--- src/rtl/pipeline_pkg.sv ---
// Shared encodings for the memory stage: writeback select, PC redirect select
// and the data-memory handshake state.
package pipeline_pkg;

  typedef enum logic [1:0] {
    WB_ALU = 2'b00,
    WB_MEM = 2'b01,
    WB_PC  = 2'b10
  } wb_sel_t;

  typedef enum logic [1:0] {
    PC_SEQ = 2'b00,
    PC_IMM = 2'b01,
    PC_REG = 2'b10
  } pc_src_t;

  typedef enum logic {
    IDLE = 1'b0,
    WAIT = 1'b1
  } mem_state_t;

endpackage

--- src/rtl/dmem_handshake_fsm.sv ---
// Data-memory req/ack sequencer: launches one access per load/store, waits for
// ack or aborts after TIMEOUT WAIT cycles, and produces the pipeline stall term.
module dmem_handshake_fsm
  import pipeline_pkg::*;
#(
  parameter int TIMEOUT = 16
) (
  input  logic        clk,
  input  logic        reset,
  input  logic        mem_read,
  input  logic        mem_write,
  input  logic [31:0] alu_out,
  input  logic [31:0] read_data_2,
  input  logic        dmem_ack,
  output logic        dmem_req,
  output logic        dmem_we,
  output logic [31:0] dmem_addr,
  output logic [31:0] dmem_wdata,
  output logic        stall,
  output logic        ack_accept,
  output logic        abort,
  output logic        bus_err
);

  localparam int CW = $clog2(TIMEOUT);

  mem_state_t    state_q, state_d;
  logic [CW-1:0] count_q, count_d;
  logic          req_q, req_d;
  logic          we_q, we_d;
  logic [31:0]   addr_q, addr_d;
  logic [31:0]   wdata_q, wdata_d;
  logic          bus_err_q, bus_err_d;

  always_comb begin
    state_d    = state_q;
    count_d    = count_q;
    req_d      = req_q;
    we_d       = we_q;
    addr_d     = addr_q;
    wdata_d    = wdata_q;
    bus_err_d  = 1'b0;
    stall      = 1'b0;
    ack_accept = 1'b0;
    abort      = 1'b0;
    case (state_q)
      IDLE: begin
        if (mem_read | mem_write) begin
          stall   = 1'b1;
          state_d = WAIT;
          count_d = '0;
          req_d   = 1'b1;
          we_d    = mem_write;
          addr_d  = alu_out;
          wdata_d = read_data_2;
        end
      end
      WAIT: begin
        // Ack takes priority over a timeout landing in the same cycle.
        if (dmem_ack) begin
          ack_accept = 1'b1;
          state_d    = IDLE;
          req_d      = 1'b0;
          we_d       = 1'b0;
        end else if (count_q == CW'(TIMEOUT - 1)) begin
          abort     = 1'b1;
          state_d   = IDLE;
          req_d     = 1'b0;
          we_d      = 1'b0;
          bus_err_d = 1'b1;
        end else begin
          stall   = 1'b1;
          count_d = count_q + CW'(1);
        end
      end
      default: state_d = IDLE;
    endcase
  end

  always_ff @(posedge clk or posedge reset) begin
    if (reset) begin
      state_q   <= IDLE;
      count_q   <= '0;
      req_q     <= 1'b0;
      we_q      <= 1'b0;
      addr_q    <= '0;
      wdata_q   <= '0;
      bus_err_q <= 1'b0;
    end else begin
      state_q   <= state_d;
      count_q   <= count_d;
      req_q     <= req_d;
      we_q      <= we_d;
      addr_q    <= addr_d;
      wdata_q   <= wdata_d;
      bus_err_q <= bus_err_d;
    end
  end

  assign dmem_req   = req_q;
  assign dmem_we    = we_q;
  assign dmem_addr  = addr_q;
  assign dmem_wdata = wdata_q;
  assign bus_err    = bus_err_q;

endmodule

--- src/rtl/mem_access_unit.sv ---
// MEM stage: data-memory access, branch/jump redirect and MEM/WB register.
// Stalls the front end while an access is outstanding; bubbles MEM/WB meanwhile.
module mem_access_unit
  import pipeline_pkg::*;
#(
  parameter int TIMEOUT = 16
) (
  input  logic        clk,
  input  logic        reset,
  input  logic [4:0]  ex_mem_rd,
  input  logic        reg_write,
  input  logic [1:0]  mem_reg_pc,
  input  logic        mem_read,
  input  logic        mem_write,
  input  logic        jl,
  input  logic        jlr,
  input  logic        branch,
  input  logic [31:0] pc_inc,
  input  logic [31:0] pc_plus_imm,
  input  logic [31:0] alu_out,
  input  logic [31:0] read_data_2,
  input  logic        zero,
  output logic        dmem_req,
  output logic        dmem_we,
  output logic [31:0] dmem_addr,
  output logic [31:0] dmem_wdata,
  input  logic [31:0] dmem_rdata,
  input  logic        dmem_ack,
  output logic        stall,
  output logic [1:0]  pc_src,
  output logic [31:0] pc_target,
  output logic        flush,
  output logic        bus_err,
  output logic [4:0]  mem_wb_rd,
  output logic        mem_wb_reg_write,
  output logic [1:0]  mem_wb_mem_reg_pc,
  output logic [31:0] mem_wb_alu_out,
  output logic [31:0] mem_wb_read_data,
  output logic [31:0] mem_wb_pc_inc
);

  logic    ack_accept;
  logic    abort;
  pc_src_t pc_sel;

  dmem_handshake_fsm #(
    .TIMEOUT (TIMEOUT)
  ) u_fsm (
    .clk         (clk),
    .reset       (reset),
    .mem_read    (mem_read),
    .mem_write   (mem_write),
    .alu_out     (alu_out),
    .read_data_2 (read_data_2),
    .dmem_ack    (dmem_ack),
    .dmem_req    (dmem_req),
    .dmem_we     (dmem_we),
    .dmem_addr   (dmem_addr),
    .dmem_wdata  (dmem_wdata),
    .stall       (stall),
    .ack_accept  (ack_accept),
    .abort       (abort),
    .bus_err     (bus_err)
  );

  always_comb begin
    pc_sel    = PC_SEQ;
    pc_target = pc_inc;
    if (jlr) begin
      pc_sel    = PC_REG;
      pc_target = {alu_out[31:1], 1'b0};
    end else if (jl | (branch & zero)) begin
      pc_sel    = PC_IMM;
      pc_target = pc_plus_imm;
    end
  end

  assign pc_src = pc_sel;
  assign flush  = (pc_sel != PC_SEQ) & ~stall;

  logic [4:0]  rd_q, rd_d;
  logic        rw_q, rw_d;
  logic [1:0]  mrp_q, mrp_d;
  logic [31:0] alu_q, alu_d;
  logic [31:0] rdata_q, rdata_d;
  logic [31:0] pcinc_q, pcinc_d;

  // An aborted access retires as a bubble even though the stall is released.
  always_comb begin
    rd_d    = 5'd0;
    rw_d    = 1'b0;
    mrp_d   = mrp_q;
    alu_d   = alu_q;
    rdata_d = rdata_q;
    pcinc_d = pcinc_q;
    if (!(stall | abort)) begin
      rd_d    = ex_mem_rd;
      rw_d    = reg_write;
      mrp_d   = mem_reg_pc;
      alu_d   = alu_out;
      pcinc_d = pc_inc;
      if (ack_accept) rdata_d = dmem_rdata;
    end
  end

  always_ff @(posedge clk or posedge reset) begin
    if (reset) begin
      rd_q    <= '0;
      rw_q    <= 1'b0;
      mrp_q   <= '0;
      alu_q   <= '0;
      rdata_q <= '0;
      pcinc_q <= '0;
    end else begin
      rd_q    <= rd_d;
      rw_q    <= rw_d;
      mrp_q   <= mrp_d;
      alu_q   <= alu_d;
      rdata_q <= rdata_d;
      pcinc_q <= pcinc_d;
    end
  end

  assign mem_wb_rd         = rd_q;
  assign mem_wb_reg_write  = rw_q;
  assign mem_wb_mem_reg_pc = mrp_q;
  assign mem_wb_alu_out    = alu_q;
  assign mem_wb_read_data  = rdata_q;
  assign mem_wb_pc_inc     = pcinc_q;

endmodule

--- config.mk ---
export PLATFORM = sky130hd
export DESIGN_NAME = mem_access_unit
export DESIGN_NICKNAME = d
export VERILOG_FILES = /design/src/rtl/pipeline_pkg.sv /design/src/rtl/dmem_handshake_fsm.sv /design/src/rtl/mem_access_unit.sv
export SDC_FILE = /design/constraint.sdc
export NUM_CORES = 1
export LEC_CHECK = 0
export CAP_MARGIN = 0
export CORE_AREA = 3 3 147 149
export DETAILED_ROUTE_END_ITERATION = 12
export DIE_AREA = 0 0 150 152
export PLACE_DENSITY = 0.73
export SYNTH_ARGS = -nofsm -noshare
export SYNTH_HDL_FRONTEND = slang
export SYNTH_SLANG_ARGS = --single-unit
--- constraint.sdc ---
create_clock -name clk -period 10.75 [get_ports clk]
set_input_delay 2.6875 -clock clk [delete_from_list [all_inputs] [get_ports clk]]
set_output_delay 2.6875 -clock clk [all_outputs]
set_load 0.01 [all_outputs]
==> results, run 1 <==
- Tracing the worst setup path back leads to its startpoint at jlr.
- The synthesized netlist cell count is 476.
- The sum of negative setup slack is 0 ns.
- The global router's overall resource usage is 19.67%.
- The worst reg-to-reg setup slack is about 8.0 ns.
- For the worst setup path, the data required time is between 8 and 9 ns.
- The post-synthesis net count is 654.
- The die covers approximately 0.023 mm^2.
- The sequential cell fraction of total power is approximately two fifths.
- The global-route wire length before repair is approximately 34 mm.
- The critical path goes through clkdlybuf4s50_1 > buf_4 > a211oi_4 > buf_4 > a22o_1 > a21o_1 > clkdlybuf4s50_1.
- The wire length after detailed routing is 22.72 mm.
- Input and output buffers added on the ports amount to about 380.
- IR analysis of the VDD net gives a maximum drop of approximately 0.0001 V.
- The total half-perimeter wirelength after legalization and detailed placement is between 15 and 20 mm.
- The number of H-tree levels is 4.
- The shortest clock period the worst path allows after layout is roughly 7.5 ns.
- The detailed-routing iteration count for the pre-antenna-repair pass is 5.
- The number of setup buffers added after CTS is 0.
- The CTS tree is yes.
- The detail route stage leaves a number of antenna-violating nets equal to 0.
- In this run the most critical hold path is launched from u_fsm.dmem_addr[4].
- The switching part of the total is a little over a quarter.
- Of all nets on the critical path, the largest fanout is 34.
- The fraction of the mapped netlist area in compound gates is about 8.4%.
- For this design, the CTS-stage hold fixing added 0 buffers.
- The total of cells resized after clock tree synthesis is 0.
- The floorplan has 52 rows.
- The mapped cell area is approximately 0.0073 mm^2.
- The worst slew margin relative to its limit is between 30% and 40%.
- Once placement completed, the tool counted placed cells totaling 1107.
- Summing the sequential cell areas from Yosys gives approximately 60% of the chip area.
- Once the floorplan was initialized, standard cells occupied roughly 36% of the core.
- The fill cell total of the finished layout is 1682.
- The startpoint kind of the worst setup timing path is a primary input.
- The net total in the final layout is slightly above 1000.
- The DRC violation count after routing is 0.
- The simple logic cell fraction of the synthesized area is around 1.9%.
- The kind of capture point of the worst setup path is an output pin.
- Setup repair after global routing left no endpoint under its margin.
- The die outline width is 150 um.
- Overall power consumption after layout is estimated at approximately 2200 uW.
- Setup slack on the critical path of the routed design comes to ~3.2 ns.
- The height of the chip is 152 um.
- The startpoint identified for the worst register-to-register timing path is u_fsm.state_q.
- The count of max-cap constraint violations is 0.
- The repair_antennas step left the layout with diodes totalling 0.
- For the pin with the worst max-slew slack, the measured transition is between 1 and 1.5 ns.
- The area growth from synthesis to final layout is 64.92%.
- sky130_fd_sc_hd__dfrtp_1 takes more of the synthesized area than any other cell.
- Entering global routing, the biggest net connects 66 pins.
- The area of the placeable core is ~0.02 mm^2.
- Setup violations remaining at the end of the flow were counted as 0.
- The share of synthesized cell area in full adder, half adder and majority cells is less than 1%.
- The Yosys warning count is 0.
- The maximum clock frequency is between 100 and 150 MHz.
- The run finished with clean final reports.
- The via count of the first global-routing pass is around 5800.
- The congestion estimate from routability-driven global placement came to 0.7731.
- In the layout the commonest cells are 383 x sky130_fd_sc_hd__clkdlybuf4s50_1, 176 x sky130_fd_sc_hd__dfrtp_1, 133 x sky130_fd_sc_hd__mux2_2.
- Clock tree synthesis found a total of 176 sinks.
- The latest clock arrival within the worst-skew pair is 0.42 ns.
- Using the TritonRoute via totals, the vias-per-cell ratio works out to slightly below 5.
- In this run, distinct cell masters in the synthesized netlist total 32.
- The setup path with the least slack is of type in -> out.
- The initial antenna violation count was 1.
- Of the total synthesized cell area, the portion taken by XOR and XNOR cells is 0%.
- The DRC marker count from the first detailed-route iteration is ~200.
- For this design the total switching power over the nets is between 500 and 600 uW.
- The sum of overflow across all layers after global routing is 0.
- The share of layout cells above drive strength 1 is around a quarter.
- The routed layout has approximately 5500 vias.
- The share of total power in combinational logic is between 30% and 40%.
- Timing analysis after detailed placement gives a worst setup slack of about 3.3 ns.
- The number of buffers created by CTS is 17.
- Dividing total power by cell area gives a power density of 184.0 mW/mm^2.
- The maximum count of clock buffers along a single path is 2.
- The share of the cycle needed by the critical path after routing is between 60% and 70%.
- After synthesis, the share of cell area in mux cells is a little over a quarter.
- The cell sitting at the root of the clock tree is a sky130_fd_sc_hd__clkbuf_16.
- The count of non-filler cells in the finished layout is 1138.
- The clock skew is 0.01401 ns.
- The share of synthesized area in the top cell type comes to around 60%.
- After detailed routing, the average wire length per cell comes to 19.96 um.
- The internal cell power is between 1500 and 2000 uW.
- Yosys attributes the largest share of cell area to sky130_fd_sc_hd__dfrtp_1 60%, sky130_fd_sc_hd__mux2_2 21%, sky130_fd_sc_hd__mux2_4 6.0%.
- The most common cell after layout, fill and taps aside is sky130_fd_sc_hd__clkdlybuf4s50_1.
- The final number of hold-violating endpoints was 0.
- The slowest stage of the critical path belongs to the cell sky130_fd_sc_hd__clkdlybuf4s50_1.
- The largest family of logic cells by synthesized area is multiplexers.
- In this run the static leakage power is roughly 0.0052 uW.
- The average instance in the mapped netlist occupies 15.32 um^2.
- STA puts the critical path data arrival time at 4.82 ns.
- 384 I/O pins were placed.
- Of the total power, the clock network draws just over 30%.
- The finished cells cover roughly 0.012 mm^2.
- The instance area at placement is around 0.011 mm^2.
- In this run, synthesis produced a sequential element count of 176.
- The number of max-slew violations in the final report is 0.
- The classification of the worst-slack hold path is reg -> reg.
- The clock transition at the registers of the reported paths is 0.07 ns.
- For this run, the slowest stage of the critical path takes ~0.54 ns.
-- cells by family (layout without fill, tap and decap cells) --
logic type / Yosys count / after routing
flip-flops: 176 / 176
multiplexers: 163 / 163
AO/OA/AOI/OAI: 77 / 77
buffers and inverters: 34 / 426
AND/OR/NAND/NOR: 25 / 25
adder cells (fa/ha/maj): 1 / 1
-- synthesized netlist by cell type --
cell / count
sky130_fd_sc_hd__dfrtp_1: 176
sky130_fd_sc_hd__mux2_2: 133
sky130_fd_sc_hd__a22o_1: 33
sky130_fd_sc_hd__a21o_1: 31
sky130_fd_sc_hd__mux2_4: 29
sky130_fd_sc_hd__buf_2: 12
sky130_fd_sc_hd__clkbuf_1: 11
sky130_fd_sc_hd__and2_1: 6
sky130_fd_sc_hd__buf_6: 5
sky130_fd_sc_hd__nand2_1: 5
sky130_fd_sc_hd__nor2_1: 5
sky130_fd_sc_hd__inv_1: 4
sky130_fd_sc_hd__a21oi_1: 3
sky130_fd_sc_hd__nand2b_1: 2
sky130_fd_sc_hd__nand3_1: 2
sky130_fd_sc_hd__o21bai_1: 2
sky130_fd_sc_hd__o22ai_1: 2
sky130_fd_sc_hd__a211oi_1: 1
sky130_fd_sc_hd__a221o_1: 1
sky130_fd_sc_hd__a31o_2: 1
sky130_fd_sc_hd__a31oi_1: 1
sky130_fd_sc_hd__and2_4: 1
sky130_fd_sc_hd__and3_1: 1
sky130_fd_sc_hd__buf_1: 1
sky130_fd_sc_hd__buf_4: 1
sky130_fd_sc_hd__ha_1: 1
sky130_fd_sc_hd__mux2i_1: 1
sky130_fd_sc_hd__nand4_1: 1
sky130_fd_sc_hd__nor3_1: 1
sky130_fd_sc_hd__o21ai_0: 1
sky130_fd_sc_hd__o311a_1: 1
sky130_fd_sc_hd__or3_4: 1
-- power by group through the flow --
stage	registers, uW	clock network (uW)	logic (uW)
final	860	671	682
after global routing	877	718	725
after CTS	861	689	695
after detailed placement	872	0	691
after global placement	863	0	688
after floorplan	927	0	217
-- per-layer routing --
metal  global-route usage (%)  share of wire [%]  wire length [um]
met4                    5.969                2.0               451
met2                    33.93                 51             11580
met3                    7.715                 10              2317
met1                    22.40                 37              8359
met5                        0              0.057                13
-- metrics by stage --
stage                     utilization (%)  hold WS, ns
after floorplan                         -       0.5309
after global placement              56.08       0.4859
after detailed placement            56.08       0.4913
after CTS                           59.23       0.5079
after global routing                59.23       0.5142
final                               59.23       0.5044
-- cell type report --
| class | count | area, um^2 | share of cell area [%] |
|---|---|---|---|
| timing repair buffer | 391 | 3894 | 32.38 |
| clock inverter | 13 | 200.2 | 1.665 |
| multi-input combinational | 266 | 2729 | 22.70 |
| tap | 270 | 337.8 | 2.810 |
| clock buffer | 18 | 439.2 | 3.652 |
| inverter | 4 | 20.02 | 0.1665 |
| sequential | 176 | 4404 | 36.63 |
-- registers in the layout (all words and copies together), names as in the netlist, 2 cells and up --
signal and flops:
mem_wb_read_data 32, u_fsm.dmem_addr 32, u_fsm.dmem_wdata 32, mem_wb_alu_out 32, mem_wb_mem_reg_pc 2, u_fsm.count_q 4
mem_wb_rd 5, mem_wb_pc_inc 32
-- final timing paths --
check,to,cells after the start
min in group asynchronous,mem_wb_read_data[22],2
setup reg to reg,mem_wb_alu_out[24],5
hold / removal,u_fsm.dmem_addr[4],1
max in group asynchronous,u_fsm.dmem_addr[12],3
setup / recovery,pc_target[26],7
hold reg to reg,u_fsm.dmem_addr[4],1
-- worst max-delay path: cells and delay by family --
family | cells | cell delay (ns)
buffers and inverters | 4 | 1.63
AO/OA/AOI/OAI | 3 | 0.48
No activity file was read; power rests on OpenSTA's default activity.
==> run 2: changes to the inputs <==
--- a/config.mk
+++ b/config.mk
@@ -6,10 +6,10 @@
 export NUM_CORES = 1
 export LEC_CHECK = 0
 export CAP_MARGIN = 0
-export CORE_AREA = 3 3 147 149
+export CORE_MARGIN = 3
+export CORE_UTILIZATION = 36
 export DETAILED_ROUTE_END_ITERATION = 12
-export DIE_AREA = 0 0 150 152
-export PLACE_DENSITY = 0.73
+export PLACE_DENSITY = 0.77
 export SYNTH_ARGS = -nofsm -noshare
 export SYNTH_HDL_FRONTEND = slang
 export SYNTH_SLANG_ARGS = --single-unit
==> constraint.sdc (replaced) <==
create_clock -name clk -period 6.65 [get_ports clk]
set_input_delay 1.6625 -clock clk [delete_from_list [all_inputs] [get_ports clk]]
set_output_delay 1.6625 -clock clk [all_outputs]
set_load 0.01 [all_outputs]
==> results, run 2 (synthesis gave the netlist of run 1 again) <==
- The hold buffer count at cts is 0 (unchanged).
- The classification of the worst-slack hold path was reg -> reg (unchanged).
- The number of max-slew violations in the final report is 0 (unchanged).
- The share of the cycle needed by the critical path after routing is 80.56%.
- The transition time at the pin with the least slew margin is 1.132 ns (was 1.029 ns).
- The worst reg-to-reg setup slack is 4.04 ns (was 8.02 ns).
- The number of buffers created by CTS is 17 (unchanged).
- The via count of the first global-routing pass was 5881 (was 5819).
- The leakage power of the design came to 0.005166 uW (was 0.005175 uW).
- The shortest clock period the worst path allows after layout is ~5.4 ns.
- The area of the placeable core is 0.01965 mm^2 (was 0.02030 mm^2).
- The maximum count of clock buffers along a single path is 2 (unchanged).
- The power density over the cells was 296.3 mW/mm^2 (was 184.0 mW/mm^2).
- The maximum vdd drop was 0.0001862 V (was 0.0001024 V).
- The maximum clock frequency is approximately 190 MHz.
- Cell-by-cell trace of the critical path: clkdlybuf4s50_1 > buf_4 > a211oi_4 > buf_4 > a22o_1 > a21o_1 > clkdlybuf4s50_1 (unchanged).
- The total of endpoints with negative setup slack in the final report is 0 (unchanged).
- The weighted congestion at the end of routability-driven global placement came to 0.7650 (was 0.7731).
- The detailed-routing iteration count for the pre-antenna-repair pass is 6 (was 5).
- The post-layout instance area came to 0.01202 mm^2 (about the same).
- The starting utilization of the core area is 37.10% (was 35.92%).
- The maximum fanout along the worst path was 33 (was 34).
- The final number of hold-violating endpoints was 0 (unchanged).
- The via count of the routed design is 5484 (was 5487).
- The post-route antenna net violation count is 0 (unchanged).
- The largest incremental delay on the critical path is 0.53 ns (was 0.54 ns).
- The area of the die is 0.02200 mm^2 (was 0.02280 mm^2).
- The DRC violation count after routing came to 0 (unchanged).
- The global router's overall resource usage is 19.46% (was 19.67%).
- The worst endpoint data arrival time was 3.69 ns (was 4.82 ns).
- The number of setup buffers added after CTS was 0 (unchanged).
- The length in cells of the worst reg-to-reg path is 4 (was 5).
- The top-level I/O count is 384 (unchanged).
- The end of the worst register-to-register path is mem_wb_alu_out[6] (was mem_wb_alu_out[24]).
- The DRC marker count from the first detailed-route iteration was 232 (was 201).
- The area growth from synthesis to final layout is 64.87% (was 64.92%).
- The height of the chip came to 148.3 um (was 152 um).
- The setup slack of the critical path after layout is 1.293 ns (was 3.243 ns).
- The startpoint kind of the worst setup timing path is a primary input (unchanged).
- The placement-stage worst setup slack was 1.304 ns (was 3.280 ns).
- The global-route wire length before repair came to 33.29 mm (was 34.42 mm).
- The total half-perimeter wirelength after legalization and detailed placement came to 16.47 mm (was 17.05 mm).
- The initial antenna violation count came to 1 (unchanged).
- The die outline width is 148.3 um (was 150 um).
- The sum of negative setup slack came to 0 ns (unchanged).
- The worst min-delay path endpoint was mem_wb_read_data[13] (was u_fsm.dmem_addr[4]).
- The clock skew is 0.008256 ns (was 0.01401 ns).
- The average wire length per cell after detail routing is 19.23 um (was 19.96 um).
- Result of the run: complete, no violations (unchanged).
- The instance area at placement is 0.01138 mm^2 (about the same).
- The number of port buffers is 383 (unchanged).
- The reg-to-reg startpoint is u_fsm.state_q (unchanged).
- The number of H-tree levels is 4 (unchanged).
- The sum of overflow across all layers after global routing is 0 (unchanged).
- The standard cell with the maximum stage delay on the critical path is sky130_fd_sc_hd__clkdlybuf4s50_1 (unchanged).
- The kind of capture point of the worst setup path is an output pin (unchanged).
- The clock transition at the registers of the reported paths was 0.06 ns (was 0.07 ns).
- The cell row count came to 51 (was 52).
- The ratio of routed vias to standard cells came to 4.836 (was 4.822).
- The clock sink total came to 176 (unchanged).
- The total of cells resized after clock tree synthesis came to 0 (unchanged).
- The wire length after detailed routing is 21.81 mm (was 22.72 mm).
- Setup repair after global routing missed its margin: no (unchanged).
- The number of cells traversed by the worst hold path is 1 (unchanged).
- The worst slew margin relative to its limit is 24.54% (was 31.37%).
- The share of layout cells above drive strength 1 is 23.73% (was 23.96%).
- The clock root buffer is sky130_fd_sc_hd__clkbuf_16 (unchanged).
- The net total in the final layout was 1033 (was 1034).
- The launching instance or port of the critical path is jlr (unchanged).
- The count of max-cap constraint violations was 0 (unchanged).
- The CTS tree is yes (unchanged).
- The most common cell after layout, fill and taps aside is sky130_fd_sc_hd__clkdlybuf4s50_1 (unchanged).
- The data required time at the worst endpoint came to 4.99 ns (was 8.06 ns).
- The latest clock arrival within the worst-skew pair is 0.42 ns (about the same).
- Most used cells in the layout excluding fill and tap cells: 383 x sky130_fd_sc_hd__clkdlybuf4s50_1, 176 x sky130_fd_sc_hd__dfrtp_1, 133 x sky130_fd_sc_hd__mux2_2 (unchanged).
- The origin of the worst min-delay path was mem_wb_read_data[13] (was u_fsm.dmem_addr[4]).
- The pin count of the biggest net entering global routing is 94 (was 66).
- The worst setup path category is in -> out (unchanged).
-- run 2: worst max-delay path by stage --
stage / end / slack, ns / cells past startpoint
after floorplan: mem_wb_alu_out[0] / 0.21 / 1
after global placement: pc_target[7] / 1.35 / 7
after detailed placement: pc_target[5] / 1.30 / 7
after CTS: pc_target[1] / 1.30 / 7
after global routing: pc_target[5] / 1.19 / 7
final: pc_target[14] / 1.29 / 7
-- run 2: stage by stage --
stage,power (uW),hold WS (ns),util [%],instances
2_1_floorplan,1850,0.5309,-,476
3_3_place_gp,2500,0.4860,57.92,1101
3_5_place_dp,2525,0.4918,57.92,1101
4_1_cts,3609,0.5064,61.15,1133
5_1_grt,3729,0.5117,61.16,1134
6_report,3562,0.5024,61.16,1134
-- run 2: critical path: cells and delay by family --
kind,cells,cell delay (ns)
AOI/OAI and AO/OA,3,0.47
buffers and inverters,4,1.56
-- run 2: final cells by class --
class                      count  area, um^2
clock inverter                13       201.4
multi-input combinational    266        2729
inverter                       4       20.02
antenna                        1       2.502
fill                        1592        7634
sequential                   176        4404
clock buffer                  19       432.9
timing repair buffer         390        3899
tap                          265       331.6
-- run 2: layer usage --
| metal | GRT usage, % | share of wire, % | wire length [um] | vias up |
|---|---|---|---|---|
| met5 | 0 | 0 | 0 | - |
| met4 | 5.866 | 1.6 | 339 | 0 |
| met3 | 6.795 | 8.1 | 1766 | 21 |
| met2 | 35.10 | 52 | 11380 | 226 |
| met1 | 21.67 | 38 | 8324 | 2749 |
| li1 | - | - | - | 2488 |
-- run 2: power breakdown --
group | switching [uW] | internal (uW) | total, uW
Sequential | 105 | 1280 | 1380
Combinational | 411 | 695 | 1110
Clock | 433 | 638 | 1070
Total | 948 | 2610 | 3560
==> RTL change, RTL diff (settings of run 2) <==
`TIMEOUT` is set to 16 in 2 places; all go to 32.
--- a/src/rtl/dmem_handshake_fsm.sv
+++ b/src/rtl/dmem_handshake_fsm.sv
@@ -3,7 +3,7 @@
 module dmem_handshake_fsm
   import pipeline_pkg::*;
 #(
-  parameter int TIMEOUT = 16
+  parameter int TIMEOUT = 32
 ) (
   input  logic        clk,
   input  logic        reset,
--- a/src/rtl/mem_access_unit.sv
+++ b/src/rtl/mem_access_unit.sv
@@ -3,7 +3,7 @@
 module mem_access_unit
   import pipeline_pkg::*;
 #(
-  parameter int TIMEOUT = 16
+  parameter int TIMEOUT = 32
 ) (
   input  logic        clk,
   input  logic        reset,
Formal check against the unedited RTL: no difference found for any inputs over 4 cycles, from zero or initial values and one cycle with reset high; that may be too few to reach the edited logic, so the function may still have changed.
==> RTL change against run 2 <==
Final area fell by 1.4%; combinational power rose by 50%; largest cell class unchanged; sequential cell count rose by 1; core utilization fell by 0.88 points; setup slack got worse by 0.040 ns; critical endpoint is now pc_target[2]; total power rose by 19%; routed wire length rose by 1.9%; synthesized area fell by 0.46%.
==> RTL change: results (changes against run 2) <==
Run status
The flow ran to the end, and the final reports show no timing, DRC or antenna violations.

Global route
The routing usage on met1 is 0.226 (+0.00899). The global routing usage summed across all routing layers is 0.200 (+0.00563). The pin count of the biggest net entering global routing is 103 (+9.6%). The met2 usage in global routing is 0.348 (-0.00297).

Pwr
The leakage dissipation is 0.00501 uW (-3.0%). The switching component of the power is 1230 uW (+30%). The switching power as a share of total power was 0.292 (+0.0256). The largest voltage drop on the vdd net came to 162 uV (-13%). The share of power burned in registers is 0.380 (-0.009).

Detailed routing
The routed via count is 5,510 (+0.47%). The first-pass iteration count of the detailed router is 4 (-2). The detailed-route vias per instance is 4.88 (+1.0%).

The routed wire length per instance came to 19.7 um (+2.4%). The number of violations reported at the end of detailed-routing iteration 0 is 130 (-44%).

Final layout
The total number of nets in the final design is 1,030 (-0.29%). The buffer share of cell area was 0.328 (+0.00328). The non-clock inverter count in the final layout is 3 (-1). The final antenna diode count came to 0 (-1). The number of fill cells is 1,626 (+2.1%). The fraction of layout instances using a drive strength above 1 is 0.232 (-0.00558).

The area fraction of clock buffers and clock inverters is 0.0468 (-0.00598). The final-layout clock buffer total came to 20 (+1). The number of multi-input combinational cells is 262 (-1.5%). The area taken by flip-flops and latches is 0.00443 mm^2 (+0.57%).

Placement
The count of placed standard cells including taps is 1,097 (-0.36%).

Worst setup path
The launch point of the critical path is branch. The worst register-to-register path ends at mem_wb_alu_out[10]$_DFFE_PP0N_. The reg2reg setup slack was 4.24 ns (+0.20 ns). The capture point of the critical path is pc_target[2].

Synthesis
The flip-flop and latch count after synthesis was 177 (+0.57%). Sorting the synthesized cells by how often they occur yields sky130_fd_sc_hd__dfrtp_1 (177), sky130_fd_sc_hd__mux2_2 (157), sky130_fd_sc_hd__a22o_1 (34). The count of distinct cell types in the synthesized netlist is 30 (-6.3%). In the post-synthesis netlist, the biggest area contributors are sky130_fd_sc_hd__dfrtp_1 (61%), sky130_fd_sc_hd__mux2_2 (24%), sky130_fd_sc_hd__a22o_1 (4.1%), sky130_fd_sc_hd__a21o_1 (3.3%), sky130_fd_sc_hd__buf_6 (1.4%). The sequential area share after synthesis was 0.610 (+0.00626).

STA
The relative max-transition margin is 0.378 (+0.132). The clock skew after layout is 0.0125 ns (+0.00422 ns). The smallest hold slack is 0.479 ns (-0.0231 ns). The maximum frequency from static timing analysis came to 185 MHz (-0.74%).

Hold path
The hold-critical path endpoint is u_fsm.count_q[3]$_DFFE_PP0P_. The critical hold path startpoint is u_fsm.count_q[3]$_DFFE_PP0P_.
==> RTL change: cell count changes after synthesis, moves of 3 or more <==
cell and change:
sky130_fd_sc_hd__buf_6 +4, sky130_fd_sc_hd__mux2_4 -29, sky130_fd_sc_hd__mux2_1 +5, sky130_fd_sc_hd__mux2_2 +24, sky130_fd_sc_hd__clkbuf_1 -4, sky130_fd_sc_hd__nor2_1 -3
==> RTL change: cells by family after synthesis <==
| kind of cell | after synthesis | share of synthesized area |
|---|---|---|
| flip-flops | 177 | 0.610 |
| multiplexers | 163 | 0.253 |
| AO/OA/AOI/OAI | 74 | 0.0853 |
| buffers and inverters | 32 | 0.0288 |
| AND/OR/NAND/NOR | 22 | 0.0181 |
| adder cells (fa/ha/maj) | 2 | 0.00345 |
| XOR/XNOR | 1 | 0.00121 |
==> RTL change: metal layers <==
layer  vias up  wire (um)
met5         -         13
met4         2        596
met3        35       2030
met2       265      11200
met1      2741       8330
li1       2467          -
